**config.mk**
```make
export PLATFORM = sky130hd
export DESIGN_NAME = timed_button_state_machine
export DESIGN_NICKNAME = d
export VERILOG_FILES = /design/src/rtl/timed_button_state_machine.sv
export SDC_FILE = /design/constraint.sdc
export NUM_CORES = 1
export LEC_CHECK = 0
export ABC_AREA = 0
export BUFFER_PORTS_ARGS = -buffer_cell sky130_fd_sc_hd__buf_2
export CORE_MARGIN = 2
export CORE_UTILIZATION = 50
export DETAILED_ROUTE_END_ITERATION = 10
export HOLD_SLACK_MARGIN = 0.02
export PLACE_DENSITY = 0.7
export RECOVER_POWER = 25
export SKIP_CTS_REPAIR_TIMING = 1
export SYNTH_ARGS = -nofsm -noshare
export SYNTH_HDL_FRONTEND = slang
export SYNTH_SLANG_ARGS = --single-unit
```
**constraint.sdc**
```tcl
create_clock -name CLK -period 4.3 [get_ports CLK]
set_input_delay 0.43 -clock CLK [delete_from_list [all_inputs] [get_ports CLK]]
set_output_delay 0.43 -clock CLK [all_outputs]
set_load 0.02 [all_outputs]
```
**src/rtl/timed_button_state_machine.sv**
```systemverilog
// timed_button_state_machine: button-driven ring sequencer with a dwell
// timer, auto-return to HOME and RUN/HOLD/STEP/CLEAR master modes.
// Define TRANS_COUNTER_EN to build the saturating transition counter;
// without it TRANS_COUNT is tied to zero and no counter flops exist.
module timed_button_state_machine #(
    parameter int N_STATES       = 8,
    parameter int STATE_W        = 3,
    parameter int OUT_W          = 4,
    parameter int HOME_STATE     = 0,
    parameter int TIMEOUT_CYCLES = 1000,
    parameter int TIMER_W        = 16,
    parameter int CNT_W          = 8
) (
    input  logic             CLK,
    input  logic             RESET,
    input  logic             BTN_LEFT,
    input  logic             BTN_CENTRE,
    input  logic             BTN_RIGHT,
    input  logic [1:0]       MASTER_CONTROL,
    output logic [OUT_W-1:0] STATE_OUT,
    output logic             STATE_CHANGE,
    output logic             TIMEOUT,
    output logic [CNT_W-1:0] TRANS_COUNT
);

    typedef enum logic [1:0] {
        MODE_RUN   = 2'd0,
        MODE_HOLD  = 2'd1,
        MODE_STEP  = 2'd2,
        MODE_CLEAR = 2'd3
    } mode_e;

    localparam logic [STATE_W-1:0] HOME  = STATE_W'(HOME_STATE);
    localparam logic [STATE_W-1:0] LAST  = STATE_W'(N_STATES - 1);
    localparam logic [STATE_W:0]   LIMIT = (STATE_W + 1)'(N_STATES);
    localparam logic [TIMER_W-1:0] T_END = TIMER_W'(TIMEOUT_CYCLES - 1);

    logic [STATE_W-1:0] state_q;
    logic [STATE_W-1:0] state_d;
    logic [TIMER_W-1:0] timer_q;
    logic [TIMER_W-1:0] timer_d;
    // Button history, ordered {centre, left, right}
    logic [2:0]         btn_q;
    mode_e              mode_q;
    logic               change_q;
    logic               change_d;
    logic               timeout_q;
    logic               timeout_d;

    logic [2:0]         ev;
    mode_e              mode;
    logic               mode_chg;
    logic               expired;
    logic               bad_state;
    logic               accepted;
    logic [STATE_W-1:0] prev_state;
    logic [STATE_W-1:0] next_state;

    // Next-state, pulse and dwell-timer decisions for the current cycle
    always_comb begin
        mode       = mode_e'(MASTER_CONTROL);
        ev         = {BTN_CENTRE, BTN_LEFT, BTN_RIGHT} & ~btn_q;
        mode_chg   = mode != mode_q;
        expired    = timer_q == T_END;
        bad_state  = {1'b0, state_q} >= LIMIT;
        prev_state = (state_q == '0) ? LAST : state_q - 1'b1;
        next_state = (state_q == LAST) ? '0 : state_q + 1'b1;
        state_d    = state_q;
        timeout_d  = 1'b0;
        accepted   = 1'b0;

        if (bad_state) begin
            state_d = HOME;
        end else begin
            unique case (mode)
                MODE_RUN: begin
                    accepted = |ev;
                    if (ev[2]) begin
                        state_d = HOME;
                    end else if (ev[1]) begin
                        state_d = prev_state;
                    end else if (ev[0]) begin
                        state_d = next_state;
                    end else if (expired && state_q != HOME) begin
                        state_d   = HOME;
                        timeout_d = 1'b1;
                    end
                end
                MODE_HOLD: begin
                    state_d = state_q;
                end
                MODE_STEP: begin
                    accepted = ev[2];
                    if (ev[2]) begin
                        state_d = HOME;
                    end else if (expired) begin
                        state_d = next_state;
                    end
                end
                MODE_CLEAR: begin
                    state_d = HOME;
                end
            endcase
        end

        change_d = state_d != state_q;

        // HOLD freezes the dwell count; at its limit the count saturates
        if (mode == MODE_HOLD && !bad_state) begin
            timer_d = timer_q;
        end else if (mode == MODE_CLEAR || change_d || mode_chg || accepted) begin
            timer_d = '0;
        end else if (expired) begin
            timer_d = timer_q;
        end else begin
            timer_d = timer_q + 1'b1;
        end
    end

    // State, timer, history and registered pulse outputs
    always_ff @(posedge CLK or negedge RESET) begin
        if (!RESET) begin
            state_q   <= HOME;
            timer_q   <= '0;
            btn_q     <= 3'b111;
            mode_q    <= MODE_RUN;
            change_q  <= 1'b0;
            timeout_q <= 1'b0;
        end else begin
            state_q   <= state_d;
            timer_q   <= timer_d;
            btn_q     <= {BTN_CENTRE, BTN_LEFT, BTN_RIGHT};
            mode_q    <= mode;
            change_q  <= change_d;
            timeout_q <= timeout_d;
        end
    end

    assign STATE_OUT    = OUT_W'(state_q);
    assign STATE_CHANGE = change_q;
    assign TIMEOUT      = timeout_q;

`ifdef TRANS_COUNTER_EN
    logic [CNT_W-1:0] cnt_q;
    logic [CNT_W-1:0] cnt_d;

    // Count state changes, saturating; CLEAR wipes the count
    always_comb begin
        cnt_d = cnt_q;
        if (mode == MODE_CLEAR && !bad_state) begin
            cnt_d = '0;
        end else if (change_d && cnt_q != '1) begin
            cnt_d = cnt_q + 1'b1;
        end
    end

    // Transition counter register
    always_ff @(posedge CLK or negedge RESET) begin
        if (!RESET) begin
            cnt_q <= '0;
        end else begin
            cnt_q <= cnt_d;
        end
    end

    assign TRANS_COUNT = cnt_q;
`else
    assign TRANS_COUNT = '0;
`endif

endmodule

```
==> results.py <==
metrics = {
    "run_status": {
        "status": "completed",
    },
    "clock_tree": {
        "cts_buffers": 3,
        "clkTransAtPathRegs_ns": 0.09,
        "cts_buffer_depth": 2,
        "cts-root-buf": "clkbuf_8",
        "cts_sinks": 26,
        "clk_latency_ns": 0.27,
        "cts_tree": "built",
        "h-tree-depth": 1,
    },
    "layout": {
        "regArea_sq_um": 654,
        "insertedDiodeCount": 0,
        "drive_above_1_share_pct": 19.0,
        "multi_input_comb_area_sq_mm": 0.00116,
        "syn2layout_area_growth_pct": 4.75,
        "nFillCells": 358,
        "final_cell_mix": "dfrtp_1 (23), nand2_1 (18), nand3_1 (10), conb_1 (9)",
        "layout_commonest_cell": "dfrtp_1",
        "num-nets-final": 229,
    },
    "power": {
        "power.leakage_nw": 0.803,
        "peakVddDrop_mv": 0.167,
        "seq_power_share_pct": 44.2,
        "switching_share_pct": 34.7,
        "internal_power_mw": 0.402,
        "p_per_area_mw_per_mm2": 305,
        "switchingPower_mw": 0.213,
        "pwr-share-clk_pct": 25.9,
        "comb_power_share_pct": 29.9,
    },
    "placement": {
        "hpwl_mm": 2.99,
        "place_congestion": 0.940,
        "io_buffers": 11,
    },
    "critical_path": {
        "crit_chain": "clkbuf_1 > or4bb_1 > nor4_1 > o21a_1 > nor2_1 > a211oi_4 > nand3_2 > o41ai_2",
        "max_stage_delay_ns": 0.52,
        "crit_type": "in -> reg",
        "cp.arrival_ns": 3.02,
        "reg2reg_depth": 7,
        "crit_family": "simple AND/OR/NAND/NOR gates",
        "crit_fanout": 12,
        "reg2reg_from": "timer_q[13]",
        "cp-start-kind": "input pin",
        "cp.required_ns": 4.47,
        "timing.rr.end": "timer_q[9]",
        "end_kind": "register",
        "path_buf_inv": 1,
        "crit_slowest_cell": "or4bb_1",
        "rrSetupSlack_ns": 1.45,
    },
    "hold_path": {
        "hold-path-endpoint": "btn_q[2]",
        "hold_class": "in -> reg",
        "worstHoldStart": "BTN_CENTRE",
        "hold_depth": 1,
    },
    "routing": {
        "drtIter0Drc": 151,
        "wire_per_inst_um": 15.3,
        "viasPerCell": 6.03,
        "ant_nets": 0,
        "detail_route.first_pass.iterations": 4,
        "wirelength_mm": 4.05,
        "vias": 1592,
        "drc": 0,
    },
    "yosys": {
        "synth_cell_types": 63,
        "post_synth.cell_area_avg_sq_um": 9.25,
        "yosysSeqAreaShare_pct": 34.0,
        "synth-async-reset-ratio_pct": 100,
        "ys_ff_latch": 26,
        "yosysWarnings": 0,
        "synth-simple-area-share_pct": 31.1,
        "synthMuxAreaShare_pct": 0,
        "syn-cell-area_sq_mm": 0.00192,
        "synthFlopType": "dfrtp_1",
        "synthAdderAreaFrac_pct": 3.25,
        "syn_inst": 208,
        "synth_xor_xnor_area_share_pct": 1.37,
        "synth_edf_count": 0,
        "synth_top_family_by_area": "simple AND/OR/NAND/NOR gates",
        "synth_compound_area_share_pct": 22.8,
    },
    "die": {
        "coreArea_sq_mm": 0.00369,
        "dieArea_sq_mm": 0.00436,
        "io_pins": 21,
        "initial_utilization_pct": 52.1,
        "rows": 22,
        "die_y_um": 66.0,
        "die_w_um": 66.0,
    },
    "sta": {
        "timing.hold.ws_ns": 0.253,
        "fin_setup_tns_ns": 0,
        "min_period_ns": 2.85,
        "grt_setup_unrepaired": "false",
        "hold_viol": 0,
        "final-setup-viol-count": 0,
        "slew_violations": 0,
        "fin_crit_sh_pct": 66.2,
        "slew_headroom_pct": 3.61,
        "fmax_mhz": 351,
        "clock_skew_ns": 0.00407,
        "worst_pin_slew_ns": 1.45,
    },
    "grt": {
        "grt_pass1_vias": 1448,
        "track_usage_pct": 20.4,
        "antenna_found_initial": 0,
        "grt_overflow": 0,
        "grt_max_degree": 27,
        "grt_pass1_wl_mm": 6.89,
    },
    "run": {
        "maxCapViolCount": 0,
    },
}
## metal layers
metal | part of all wire (%) | wire length (um) | global-route usage, %
met1 | 47 | 1910 | 28.6
met2 | 45 | 1810 | 31.9
met3 | 5.4 | 219 | 2.56
met4 | 2.8 | 112 | 7.91
met5 | 0 | 0 | 0
## layout make-up
class / instances / area share [%]
clock buffer: 4 / 2.73
tap: 48 / 2.98
timing repair buffer: 12 / 2.80
multi-input combinational: 166 / 57.5
sequential: 26 / 32.5
inverter: 8 / 1.49
## cell usage after synthesis, types with 3 or more instances
library cell | n | area, sq um
or3_1 | 4 | 25.0
a221o_1 | 3 | 30.0
nand4_1 | 4 | 25.0
and3_1 | 4 | 25.0
nor3_1 | 7 | 35.0
nand3_1 | 10 | 50.1
nand2_1 | 18 | 67.6
nand2b_1 | 5 | 31.3
o21ai_2 | 4 | 35.0
nor4_1 | 5 | 31.3
nor2b_1 | 4 | 25.0
clkbuf_1 | 4 | 15.0
buf_4 | 9 | 67.6
o21ai_0 | 5 | 25.0
and2_1 | 3 | 18.8
o211ai_2 | 3 | 37.5
dfstp_2 | 3 | 78.8
dfrtp_1 | 23 | 576
nor2_1 | 8 | 30.0
o31ai_1 | 4 | 30.0
o22ai_1 | 4 | 25.0
ha_1 | 5 | 62.6
inv_1 | 8 | 30.0
a21oi_1 | 7 | 35.0
or4_1 | 3 | 22.5
## per-stage QoR
step / utilization [%] / area (sq um) / setup slack, ns / total power, mW / instances
5_1_grt: 54.6 / 2010 / 1.18 / 0.650 / 264
2_1_floorplan: - / 1950 / 1.91 / 0.418 / 216
6_report: 54.6 / 2010 / 1.45 / 0.615 / 264
3_3_place_gp: 53.3 / 1970 / 1.43 / 0.459 / 260
3_5_place_dp: 53.3 / 1970 / 1.33 / 0.460 / 260
4_1_cts: 54.8 / 2020 / 1.41 / 0.620 / 264
## cell families after synthesis
logic type	after synthesis
buf+inv	24
simple gates	98
xor+xnor	3
compound gates	51
other cells	1
flops	26
fa+ha+maj	5
## sequential cells by signal, indices dropped and copies added (netlist names)
register and cells:
TIMEOUT 1, STATE_CHANGE 1, timer_q 16, mode_q 2, state_q 3, btn_q 3
## worst max path at each step
stage                 endpoint  cells past startpoint              start
finish              timer_q[9]                      8  MASTER_CONTROL[1]
global route        timer_q[9]                      8  MASTER_CONTROL[1]
CTS                 timer_q[9]                      7        timer_q[13]
detailed placement  timer_q[9]                      8  MASTER_CONTROL[1]
global placement    timer_q[9]                      8  MASTER_CONTROL[1]
floorplan           timer_q[5]                      9         timer_q[4]
## worst register-to-register path, stage by stage (launching register included)
cell	delay, ns
dfrtp_1	0.45
or4_4	0.55
nor4_1	0.34
o21a_1	0.21
nor2_1	0.07
a211oi_4	0.34
nand3_2	0.40
o41ai_2	0.38
## power groups by stage
| stage | registers (mW) | clock network, mW | logic [mW] |
|---|---|---|---|
| 6_report | 0.272 | 0.159 | 0.184 |
| 3_3_place_gp | 0.276 | 0 | 0.183 |
| 3_5_place_dp | 0.276 | 0 | 0.183 |
| 5_1_grt | 0.274 | 0.174 | 0.202 |
| 2_1_floorplan | 0.289 | 0 | 0.129 |
| 4_1_cts | 0.272 | 0.165 | 0.183 |
No activity file was read; power rests on OpenSTA's default activity.
